[config.mk]
export PLATFORM = sky130hd
export DESIGN_NAME = i2c_bus_scheduler
export DESIGN_NICKNAME = d
export VERILOG_FILES = /design/src/rtl/i2c_bus_scheduler.sv
export SDC_FILE = /design/constraint.sdc
export NUM_CORES = 1
export LEC_CHECK = 0
export ABC_AREA = 1
export CORE_MARGIN = 1
export CORE_UTILIZATION = 45
export CTS_CLUSTER_SIZE = 20
export DETAILED_ROUTE_END_ITERATION = 8
export HOLD_SLACK_MARGIN = 0.08
export PLACE_DENSITY = 0.79
export SLEW_MARGIN = 20
export SYNTH_ARGS = -nofsm -noshare
export SYNTH_HDL_FRONTEND = slang
export SYNTH_SLANG_ARGS = --single-unit
[constraint.sdc]
create_clock -name clk_i -period 3.4 [get_ports clk_i]
set_input_delay 0.68 -clock clk_i [delete_from_list [all_inputs] [get_ports clk_i]]
set_output_delay 0.68 -clock clk_i [all_outputs]
set_load 0.1 [all_outputs]
[src/rtl/i2c_bus_scheduler.sv]
// Round-robin sharing of one IICMB byte-command port among NUM_REQ requesters.
// Ownership spans whole START..STOP sessions; a watchdog forces STOP on stalled open buses.
module i2c_bus_scheduler #(
    parameter int unsigned NUM_REQ     = 4,
    parameter int unsigned TIMEOUT_CYC = 4096
) (
    input  logic                   clk_i,
    input  logic                   rst_n_i,
    input  logic [NUM_REQ-1:0]     req_i,
    input  logic [NUM_REQ-1:0]     cmd_valid_i,
    input  logic [3*NUM_REQ-1:0]   cmd_i,
    input  logic [8*NUM_REQ-1:0]   wdata_i,
    output logic [NUM_REQ-1:0]     cmd_ready_o,
    output logic [NUM_REQ-1:0]     grant_o,
    output logic [NUM_REQ-1:0]     rsp_valid_o,
    output logic [1:0]             rsp_code_o,
    output logic [7:0]             rdata_o,
    output logic                   m_cmd_valid_o,
    output logic [2:0]             m_cmd_o,
    output logic [7:0]             m_wdata_o,
    input  logic                   m_cmd_ready_i,
    input  logic                   m_rsp_valid_i,
    input  logic [1:0]             m_rsp_code_i,
    input  logic [7:0]             m_rdata_i,
    output logic                   busy_o,
    output logic                   timeout_o
);

    localparam int unsigned OW = $clog2(NUM_REQ);
    localparam int unsigned WW = $clog2(TIMEOUT_CYC + 1);

    localparam logic [2:0] CMD_START    = 3'd0;
    localparam logic [2:0] CMD_STOP     = 3'd1;
    localparam logic [1:0] RSP_DONE     = 2'd0;
    localparam logic [1:0] RSP_ARB_LOST = 2'd2;
    localparam logic [1:0] RSP_ERR      = 2'd3;

    typedef enum logic [2:0] {
        S_IDLE, S_OWNED, S_WAIT_RSP, S_FORCE_STOP, S_FORCE_WAIT
    } state_t;

    state_t            state_q, state_d;
    logic [OW-1:0]     owner_q, owner_d, last_q, last_d;
    logic              bus_open_q, bus_open_d;
    logic [WW-1:0]     wdog_q, wdog_d;
    logic              wd_fired_q, wd_fired_d;
    logic [2:0]        sent_cmd_q, sent_cmd_d;
    logic [NUM_REQ-1:0] grant_d, rsp_valid_d;
    logic [1:0]        rsp_code_d;
    logic [7:0]        rdata_d;
    logic              busy_d, timeout_d;

    logic [2:0]        cmd_a   [NUM_REQ];
    logic [7:0]        wdata_a [NUM_REQ];
    logic [2:0]        own_cmd;
    logic [7:0]        own_wdata;
    logic              own_req, own_valid;
    logic [OW-1:0]     pick;
    logic              pick_found;
    int unsigned       idx;

    function automatic logic [NUM_REQ-1:0] onehot(input logic [OW-1:0] i);
        return NUM_REQ'(1) << i;
    endfunction

    for (genvar r = 0; r < NUM_REQ; r++) begin : g_slice
        assign cmd_a[r]   = cmd_i[3*r +: 3];
        assign wdata_a[r] = wdata_i[8*r +: 8];
    end

    assign own_cmd   = cmd_a[owner_q];
    assign own_wdata = wdata_a[owner_q];
    assign own_req   = req_i[owner_q];
    assign own_valid = cmd_valid_i[owner_q];

    // Round-robin pick: first requester above last_owner, wrapping.
    always_comb begin
        pick       = last_q;
        pick_found = 1'b0;
        idx        = 0;
        for (int unsigned i = NUM_REQ; i >= 1; i--) begin
            idx = (32'(last_q) + i) % NUM_REQ;
            if (req_i[OW'(idx)]) begin
                pick       = OW'(idx);
                pick_found = 1'b1;
            end
        end
    end

    always_comb begin
        state_d       = state_q;
        owner_d       = owner_q;
        last_d        = last_q;
        bus_open_d    = bus_open_q;
        wdog_d        = wdog_q;
        wd_fired_d    = wd_fired_q;
        sent_cmd_d    = sent_cmd_q;
        grant_d       = grant_o;
        rsp_valid_d   = '0;
        rsp_code_d    = rsp_code_o;
        rdata_d       = rdata_o;
        timeout_d     = 1'b0;
        cmd_ready_o   = '0;
        m_cmd_valid_o = 1'b0;
        m_cmd_o       = '0;
        m_wdata_o     = '0;

        case (state_q)
            S_IDLE: begin
                wdog_d     = '0;
                wd_fired_d = 1'b0;
                if (pick_found) begin
                    owner_d = pick;
                    grant_d = onehot(pick);
                    state_d = S_OWNED;
                end
            end
            S_OWNED: begin
                m_cmd_valid_o = own_valid & own_req;
                m_cmd_o       = own_cmd;
                m_wdata_o     = own_wdata;
                if (!own_req) begin
                    grant_d = '0;
                    if (bus_open_q) begin
                        state_d = S_FORCE_STOP;
                    end else begin
                        state_d = S_IDLE;
                        last_d  = owner_q;
                    end
                end else if (m_cmd_valid_o && m_cmd_ready_i) begin
                    cmd_ready_o = onehot(owner_q);
                    sent_cmd_d  = own_cmd;
                    wdog_d      = '0;
                    state_d     = S_WAIT_RSP;
                end else if (bus_open_q) begin
                    if (wdog_q != WW'(TIMEOUT_CYC)) wdog_d = wdog_q + 1'b1;
                    if (wdog_q == WW'(TIMEOUT_CYC - 1)) begin
                        wd_fired_d = 1'b1;
                        grant_d    = '0;
                        state_d    = S_FORCE_STOP;
                    end
                end
            end
            S_WAIT_RSP: begin
                if (m_rsp_valid_i) begin
                    rsp_valid_d = onehot(owner_q);
                    rsp_code_d  = m_rsp_code_i;
                    rdata_d     = m_rdata_i;
                    state_d     = S_OWNED;
                    if (sent_cmd_q == CMD_START && m_rsp_code_i == RSP_DONE) bus_open_d = 1'b1;
                    if ((sent_cmd_q == CMD_STOP && m_rsp_code_i == RSP_DONE) ||
                        m_rsp_code_i == RSP_ARB_LOST || m_rsp_code_i == RSP_ERR) bus_open_d = 1'b0;
                end
            end
            S_FORCE_STOP: begin
                m_cmd_valid_o = 1'b1;
                m_cmd_o       = CMD_STOP;
                if (m_cmd_ready_i) state_d = S_FORCE_WAIT;
            end
            S_FORCE_WAIT: begin
                // Response belongs to the scheduler's own STOP; not forwarded.
                if (m_rsp_valid_i) begin
                    bus_open_d = 1'b0;
                    last_d     = owner_q;
                    timeout_d  = wd_fired_q;
                    wdog_d     = '0;
                    state_d    = S_IDLE;
                end
            end
            default: state_d = S_IDLE;
        endcase

        busy_d = (state_d != S_IDLE);
    end

    always_ff @(posedge clk_i or negedge rst_n_i) begin
        if (!rst_n_i) begin
            state_q     <= S_IDLE;
            owner_q     <= '0;
            last_q      <= OW'(NUM_REQ - 1);
            bus_open_q  <= 1'b0;
            wdog_q      <= '0;
            wd_fired_q  <= 1'b0;
            sent_cmd_q  <= '0;
            grant_o     <= '0;
            rsp_valid_o <= '0;
            rsp_code_o  <= '0;
            rdata_o     <= '0;
            busy_o      <= 1'b0;
            timeout_o   <= 1'b0;
        end else begin
            state_q     <= state_d;
            owner_q     <= owner_d;
            last_q      <= last_d;
            bus_open_q  <= bus_open_d;
            wdog_q      <= wdog_d;
            wd_fired_q  <= wd_fired_d;
            sent_cmd_q  <= sent_cmd_d;
            grant_o     <= grant_d;
            rsp_valid_o <= rsp_valid_d;
            rsp_code_o  <= rsp_code_d;
            rdata_o     <= rdata_d;
            busy_o      <= busy_d;
            timeout_o   <= timeout_d;
        end
    end

    // Adapter responses are only legal while a command is outstanding.
    rsp_in_window: assert property (@(posedge clk_i) disable iff (!rst_n_i)
        m_rsp_valid_i |-> (state_q == S_WAIT_RSP || state_q == S_FORCE_WAIT));

endmodule
# After elaboration in Yosys (flattened, before gate mapping)
# Cells that the tools add are included.
[op_classes] n_addsub=5 order_cmp=6 n_eq_ne=24 shifts=2 muxes=72 bitwise=2 n_reduce_logical=21
[op_table] op="$mux W13" n=5
[op_table] op="$mux W4" n=10
[op_table] op="$pmux W13 S3" n=1
[op_table] op="$mux W3" n=10
[op_table] op="$mux W8" n=3
[op_table] op="$mux W1" n=20
[op_table] op="$ne A2 B2 Y1 const B" n=9
[op_table] op="$ne A3 B3 Y1 const B" n=6
[op_table] op="$bmux W8 S2" n=1
[op_table] op="$mux W2" n=8
[op_table] op="$lt A2 B3 Y1 const B" n=5
[op_table] op="$pmux W3 S5" n=1
[op_table] op="$reduce_and A5 Y1" n=3
[op_table] op="$add A13 B1 Y13 const B" n=1
[op_table] op="$eq A13 B12 Y1 const B" n=1
[op_table] op="$ne A13 B13 Y1 const B" n=1
[op_table] op="$bmux W1 S2" n=6
[op_table] op="$pmux W4 S2" n=1
[op_table] op="$reduce_and A4 Y1" n=2
[op_table] op="$shl A1 B2 Y4 const A" n=2
[op_table] op="$bmux W3 S2" n=1
[op_table] op="$eq A3 B1 Y1 const B" n=2
[op_table] op="$eq A3 B2 Y1 const B" n=2
[op_table] op="$logic_not A3 Y1" n=2
[op_table] op="17 further kinds" n=29
[word_totals] register_bits=45 in_bits=66 output_inout_bits=36 word_cells=145

# Logic depth before layout (Yosys ltp)
# Gate-level depths: netlist of run 1.
[logic_depth] depth_word=10 ltp_mapped=12 mapped_depth_nobuf=11

# Least setup slack after synthesis of run 1
# No wires, ideal clock.
[synth_timing] path_kind="flip-flop to output port" start="reg owner_q[1]" end="out m_wdata_o[0]" arrival_time_ps=2585 required_ps=2720 setup_slack_ps=135 path_stages_with_launch=6 path_buffers=1 cell_sequence="dfrtp_1 > inv_1 > nor2_1 > buf_2 > nand2_1 > a31oi_1"
[synth_between] elab_chain_len=5
[synth_lines] item="from (decl)" line_no="43" source="logic [OW-1:0] owner_q, owner_d, last_q, last_d;"
[synth_lines] item="from (signal assigned)" line_no="193" source="owner_q <= owner_d;"
[synth_lines] item="$not A2 Y3 (not written as such)" line_no="72" source="assign own_wdata = wdata_a[owner_q];"
[synth_lines] item="$bmux W8 S2" line_no="72"
[synth_lines] item="$mux W8 (not written as such) (2 in series)" line_no="72"
[synth_lines] item="$mux W8" line_no="108" source="case (state_q)"
[synth_lines] item="to (decl)" line_no="20" source="output logic [7:0] m_wdata_o,"
# No other way between the ends. The select of a mux whose other input is x is not followed.

# Worst setup path in the final report of run 1
[layout_timing] start="in req_i[0]" end="out cmd_ready_o[2]"
[layout_between] elab_chain_len=7
[layout_lines] item="from (decl)" line_no="9" source="input logic [NUM_REQ-1:0] req_i,"
[layout_lines] item="$bmux W1 S2 (*)" line_no="73" source="assign own_req = req_i[owner_q];"
[layout_lines] item="$mux W1 (not written as such) (*)" line_no="73"
[layout_lines] item="$and A1 B1 Y1" line_no="119" source="m_cmd_valid_o = own_valid & own_req;"
[layout_lines] item="$logic_and A1 B1 Y1" line_no="130" source="end else if (m_cmd_valid_o && m_cmd_ready_i) begin"
[layout_lines] item="$mux W4" line_no="130"
[layout_lines] item="$mux W4 (*)" line_no="122" source="if (!own_req) begin"
[layout_lines] item="$mux W4 (*)" line_no="108"
[layout_lines] item="to (decl)" line_no="13" source="output logic [NUM_REQ-1:0] cmd_ready_o,"
# Every way passes the cells marked *; elsewhere a longest branch is shown, timed or not. The select of a mux whose other input is x is not followed.

==> results.toml, run 1 <==
[status]
run_status = "finished, final reports clean"

[timing]
worst_pin_slew_ns = 1.00
layout_worst_path_cycle_share = 0.929
slew_violations = 0
fin_crit_ns = 3.16
hold_viol = 0
whs_ns = 0.353
fin_skew_ns = 0.0112
rsz0062_at_grt = "false"
max_freq_mhz = 317
setup_viol = 0
tns_ns = 0
slew_headroom = 0.331

[setup_path]
crit_chain = "clkdlybuf4s50_1 -> inv_1 -> o21ai_1 -> nand2_2 -> nand2_4 -> nand4_1 -> nor2_1 -> buf_12"
worst-setup-path-type = "primary input to output port"
slowest_delay_ns = 0.52
crit_path_max_fanout = 7
critPathSlowestCell = "clkdlybuf4s50_1"
cp.buffers_inverters = 3
crit_arrival_ns = 2.48
crit_family = "simple AND/OR/NAND/NOR gates"
crit_required_ns = 2.72
reg2reg_depth = 9
reg2reg_to = "wdog_q[8]$_DFFE_PN0P_"
critPathCaptureType = "output port"
worstSetupStartpointType = "primary input"
r2r_setup_slack_ns = 1.34
r2r_start = "owner_q[0]$_DFFE_PN0P_"

[detailed_routing]
drt_wl_total_mm = 8.40
routed-via-count = 3190
via_per_inst = 5.20
routed.top_layer = "met4"
antenna_left = 0
drt_iter0_markers = 183
met3_length_um = 535
route.detailed.drc = 0
route.met2.wl_mm = 4.11
routedWlPerCell_um = 13.7
dr.pass1.iters = 5
drt-met1-wl_mm = 3.52

[logic_synthesis]
synthTopCellsByCount = "nand2_1, nor2_1, inv_1"
ys_ff_latch = 45
synth_area_leaders = "dfrtp_1, nand2_1, nor2_1"
synth_cell_types = 30
synth_edf_count = 0
yosysMostFrequentCell = "nand2_1"
synth_cells = 438
yosys.area.top_type = "dfrtp_1"
synth-main-ff-cell = "dfrtp_1"
avgSynthCellArea_um2 = 6.83
postSynth.asyncResetShare = 1.00
syn-num-nets = 506
synth_area_um2 = 2990
yosysWarningCount = 0
synthDominantCellAreaShare = 0.360
yosysSeqAreaShare = 0.377

[floorplanning]
fp.dieW_um = 83.5
ios = 102
initial_utilization = 0.468
die_y_um = 83.5
std_cell_rows = 29
die-area_um2 = 6980
core_um2 = 6390

[final_layout]
fillers = 564
antenna_cells = 0
synthToLayoutAreaGrowth_pct = 39.1
postLayoutCoreUtil = 0.652
fin_nets = 604
drive_gt1_frac = 0.115

[cts]
cts_hold_buffers = 0
cts_tree = "yes"
cts_htree_levels = 2
clk_pin_slew_ns = 0.09
clk_latency_ns = 0.31
clockBufferDepth = 2
postCtsSetupBuffers = 0
cts_resized = 0
cts_buffers = 5
root_buffer = "clkbuf_8"
cts_sinks = 45

[global_routing]
grt_max_degree = 46
grt_pass1_vias = 2927
track_usage = 0.246
overflow = 0
grt_pass1_wl_mm = 13.9
antenna_found_initial = 0

[power]
power_mw = 4.09
p_leak_nw = 1.99
power.density_nw_per_um2 = 984
worst_ir_drop_vdd_uv = 700

[job]
drv_cap = 0

[placement]
io_buffers = 101
dpl.hpwl_mm = 6.52
globalplace.congestion = 0.842

[worst_hold_path]
hold_path.class = "primary input to async pin"
## registers in the layout, indices dropped and copies added, names as in the netlist
| name | flops |
|---|---|
| rdata_o | 8 |
| sent_cmd_q | 3 |
| wd_fired_q | 1 |
| grant_o | 4 |
| state_q | 3 |
| timeout_o | 1 |
| last_q | 2 |
| owner_q | 2 |
| bus_open_q | 1 |
| rsp_code_o | 2 |
| busy_o | 1 |
| rsp_valid_o | 4 |
| wdog_q | 13 |
## cells by family after synthesis
| logic type | share of synthesized area |
|---|---|
| compound gates | 0.0912 |
| buf+inv | 0.0874 |
| flops | 0.377 |
| fa+ha+maj | 0.00836 |
| mux | 0.0301 |
| xor+xnor | 0.0176 |
| simple gates | 0.388 |
## power by group
part / switching [mW] / internal, mW
clock network: 0.202 / 0.149
logic: 2.14 / 0.746
registers: 0.155 / 0.699
## routing by layer
layer | global-route usage | vias up
li1 | - | 1595
met1 | 0.312 | 1456
met2 | 0.412 | 114
met3 | 0.0574 | 25
met4 | 0.0878 | 0
met5 | 0 | -
## worst register-to-register path: cells and delay by family (launching register included)
family / cells / cell delay, ns
flops: 1 / 0.62
simple gates: 8 / 1.24
compound gates: 1 / 0.11
## cells in the final DEF (no fill, tap or decap), types with 4 or more instances in the layout
cell type and instances:
clkbuf_8 5, xor2_1 4, dfrtp_1 43, a21oi_1 8, mux2_2 8, nand4_1 11
buf_12 7, nand2_2 5, clkdlybuf4s50_1 75, buf_4 23, a31oi_1 8, nand3_1 35
nand2_1 162, o21ai_0 17, a22oi_1 9, inv_1 44, nor2_1 51
## metrics by stage
step                worst slack [ns]  instances  cell area [um^2]
floorplan                      0.135        438              2990
global placement               0.389        606              4070
detailed placement             0.285        606              4070
CTS                            0.281        614              4160
global route                   0.196        614              4160
finish                         0.241        614              4160
## worst max-delay path by stage
stage                      startpoint              to  slack [ns]  depth (start not counted)
4_1_cts                      req_i[0]  cmd_ready_o[2]        0.28                          8
3_3_place_gp                 req_i[0]  cmd_ready_o[1]        0.39                          8
6_report                     req_i[0]  cmd_ready_o[2]        0.24                          8
5_1_grt                      req_i[0]  cmd_ready_o[2]        0.20                          8
3_5_place_dp                 req_i[0]  cmd_ready_o[2]        0.29                          8
2_1_floorplan  owner_q[1]$_DFFE_PN0P_    m_wdata_o[0]        0.14                          5
## final cells by class
class                      instances  area (um^2)  share of cell area
timing repair buffer             105         1060               0.256
multi-input combinational        333         1600               0.385
inverter                          46          178              0.0427
clock buffer                       5         68.8              0.0165
clock inverter                     3         25.0             0.00601
sequential                        45         1130               0.271
tap                               77         96.3              0.0232
(Power assumes the default switching activity.)
==> inputs of run 2 (changes only) <==
CTS_BUF_LIST = sky130_fd_sc_hd__clkbuf_4   (was not set)
==> results.toml, run 2 (synthesis gave the netlist of run 1 again) <==
[status]
run_status = "finished, final reports clean"

[final_layout]
final_cell_mix = "nand2_1, clkdlybuf4s50_1, nor2_1, inv_1, dfrtp_1"
fin_nets = 604
regMostFlops = "wdog_q"
reg_top3 = "wdog_q: 13 flops, rdata_o: 8 flops"
largest_reg_flops = 13
antenna_cells = 0
final_common_cell = "nand2_1"
synthToLayoutAreaGrowth_pct = 38.1
postLayoutCoreUtil = 0.647
drive_gt1_frac = 0.115
instances_no_fill = 614

[floorplanning]
initial_utilization = 0.468
fp.dieW_um = 83.5
die-area_um2 = 6980
die_y_um = 83.5
core_um2 = 6390
std_cell_rows = 29
ios = 102

[placement]
dpl.hpwl_mm = 6.52
globalplace.congestion = 0.842
io_buffers = 101
dp.cells = 606

[detailed_routing]
drt_iter0_markers = 238
routedWlPerCell_um = 13.7
drt_wl_total_mm = 8.42
routed-via-count = 3202
antenna_left = 0
dr.pass1.iters = 5
route.detailed.drc = 0
via_per_inst = 5.21

[global_routing]
overflow = 0
track_usage = 0.248
grt_max_degree = 46
antenna_found_initial = 0
grt_pass1_wl_mm = 14.0
grt_pass1_vias = 2927

[timing]
hold_viol = 0
slew_violations = 0
setup_viol = 0
fin_skew_ns = 0.0144
tns_ns = 0
slew_headroom = 0.330
rsz0062_at_grt = "false"
whs_ns = 0.270
layout_worst_path_cycle_share = 0.922
fin_crit_ns = 3.14
worst_pin_slew_ns = 1.00
max_freq_mhz = 319

[worst_hold_path]
hold_path.class = "primary input to async pin"

[cts]
clockBufferDepth = 2
cts_hold_buffers = 0
postCtsSetupBuffers = 0
clk_pin_slew_ns = 0.14
clk_latency_ns = 0.38
cts_resized = 0
root_buffer = "clkbuf_4"
cts_htree_levels = 2
cts_tree = "yes"
cts_sinks = 45
cts_buffers = 5

[power]
worst_ir_drop_vdd_uv = 673
power.density_nw_per_um2 = 974
p_leak_nw = 1.97
power_mw = 4.02

[job]
drv_cap = 0

[setup_path]
r2r_start = "owner_q[0]$_DFFE_PN0P_"
critPathCaptureType = "output port"
crit_arrival_ns = 2.46
reg2reg_depth = 9
crit_required_ns = 2.72
r2r_setup_slack_ns = 1.35
worst-setup-path-type = "primary input to output port"
worstSetupStartpointType = "primary input"
crit_path_max_fanout = 7
reg2reg_to = "wdog_q[8]$_DFFE_PN0P_"
-- run 2: cell counts in the layout (fill, tap and decap cells not counted) --
Identical to the previous run, type by type.
-- run 2: metal layers --
metal | part of all wire | track usage | up-vias
met5 | 0 | 0 | -
met3 | 0.067 | 0.0623 | 22
met4 | 0.026 | 0.0832 | 0
li1 | - | - | 1595
met2 | 0.49 | 0.416 | 119
met1 | 0.42 | 0.312 | 1466
-- run 2: area by class of cell --
class | count | area (um^2)
Sequential cell | 45 | 1130
Fill cell | 566 | 2260
Tap cell | 77 | 96.3
Inverter | 46 | 178
Clock inverter | 3 | 25.0
Timing Repair Buffer | 105 | 1060
Clock buffer | 5 | 37.5
Multi-Input combinational cell | 333 | 1600
-- run 2: power by group --
part           internal [mW]  switching [mW]
Combinational          0.745            2.14
Clock                 0.0846           0.198
Sequential             0.699           0.154
-- run 2: worst max-delay path by stage --
stage | start | endpoint
3_3_place_gp | req_i[0] | cmd_ready_o[1]
5_1_grt | req_i[0] | cmd_ready_o[2]
3_5_place_dp | req_i[0] | cmd_ready_o[2]
2_1_floorplan | owner_q[1]$_DFFE_PN0P_ | m_wdata_o[0]
6_report | req_i[0] | cmd_ready_o[2]
4_1_cts | req_i[0] | cmd_ready_o[2]
-- run 2: per-stage QoR --
step                setup slack, ns  cell area, um^2
floorplan                     0.135             2990
global placement              0.389             4070
detailed placement            0.285             4070
CTS                           0.281             4130
global route                  0.196             4130
finish                        0.264             4130
-- run 2: critical path, stage by stage --
cell and delay, ns:
clkdlybuf4s50_1 0.52, inv_1 0.08, o21ai_1 0.14, nand2_2 0.10, nand2_4 0.10, nand4_1 0.31
nor2_1 0.31, buf_12 0.21
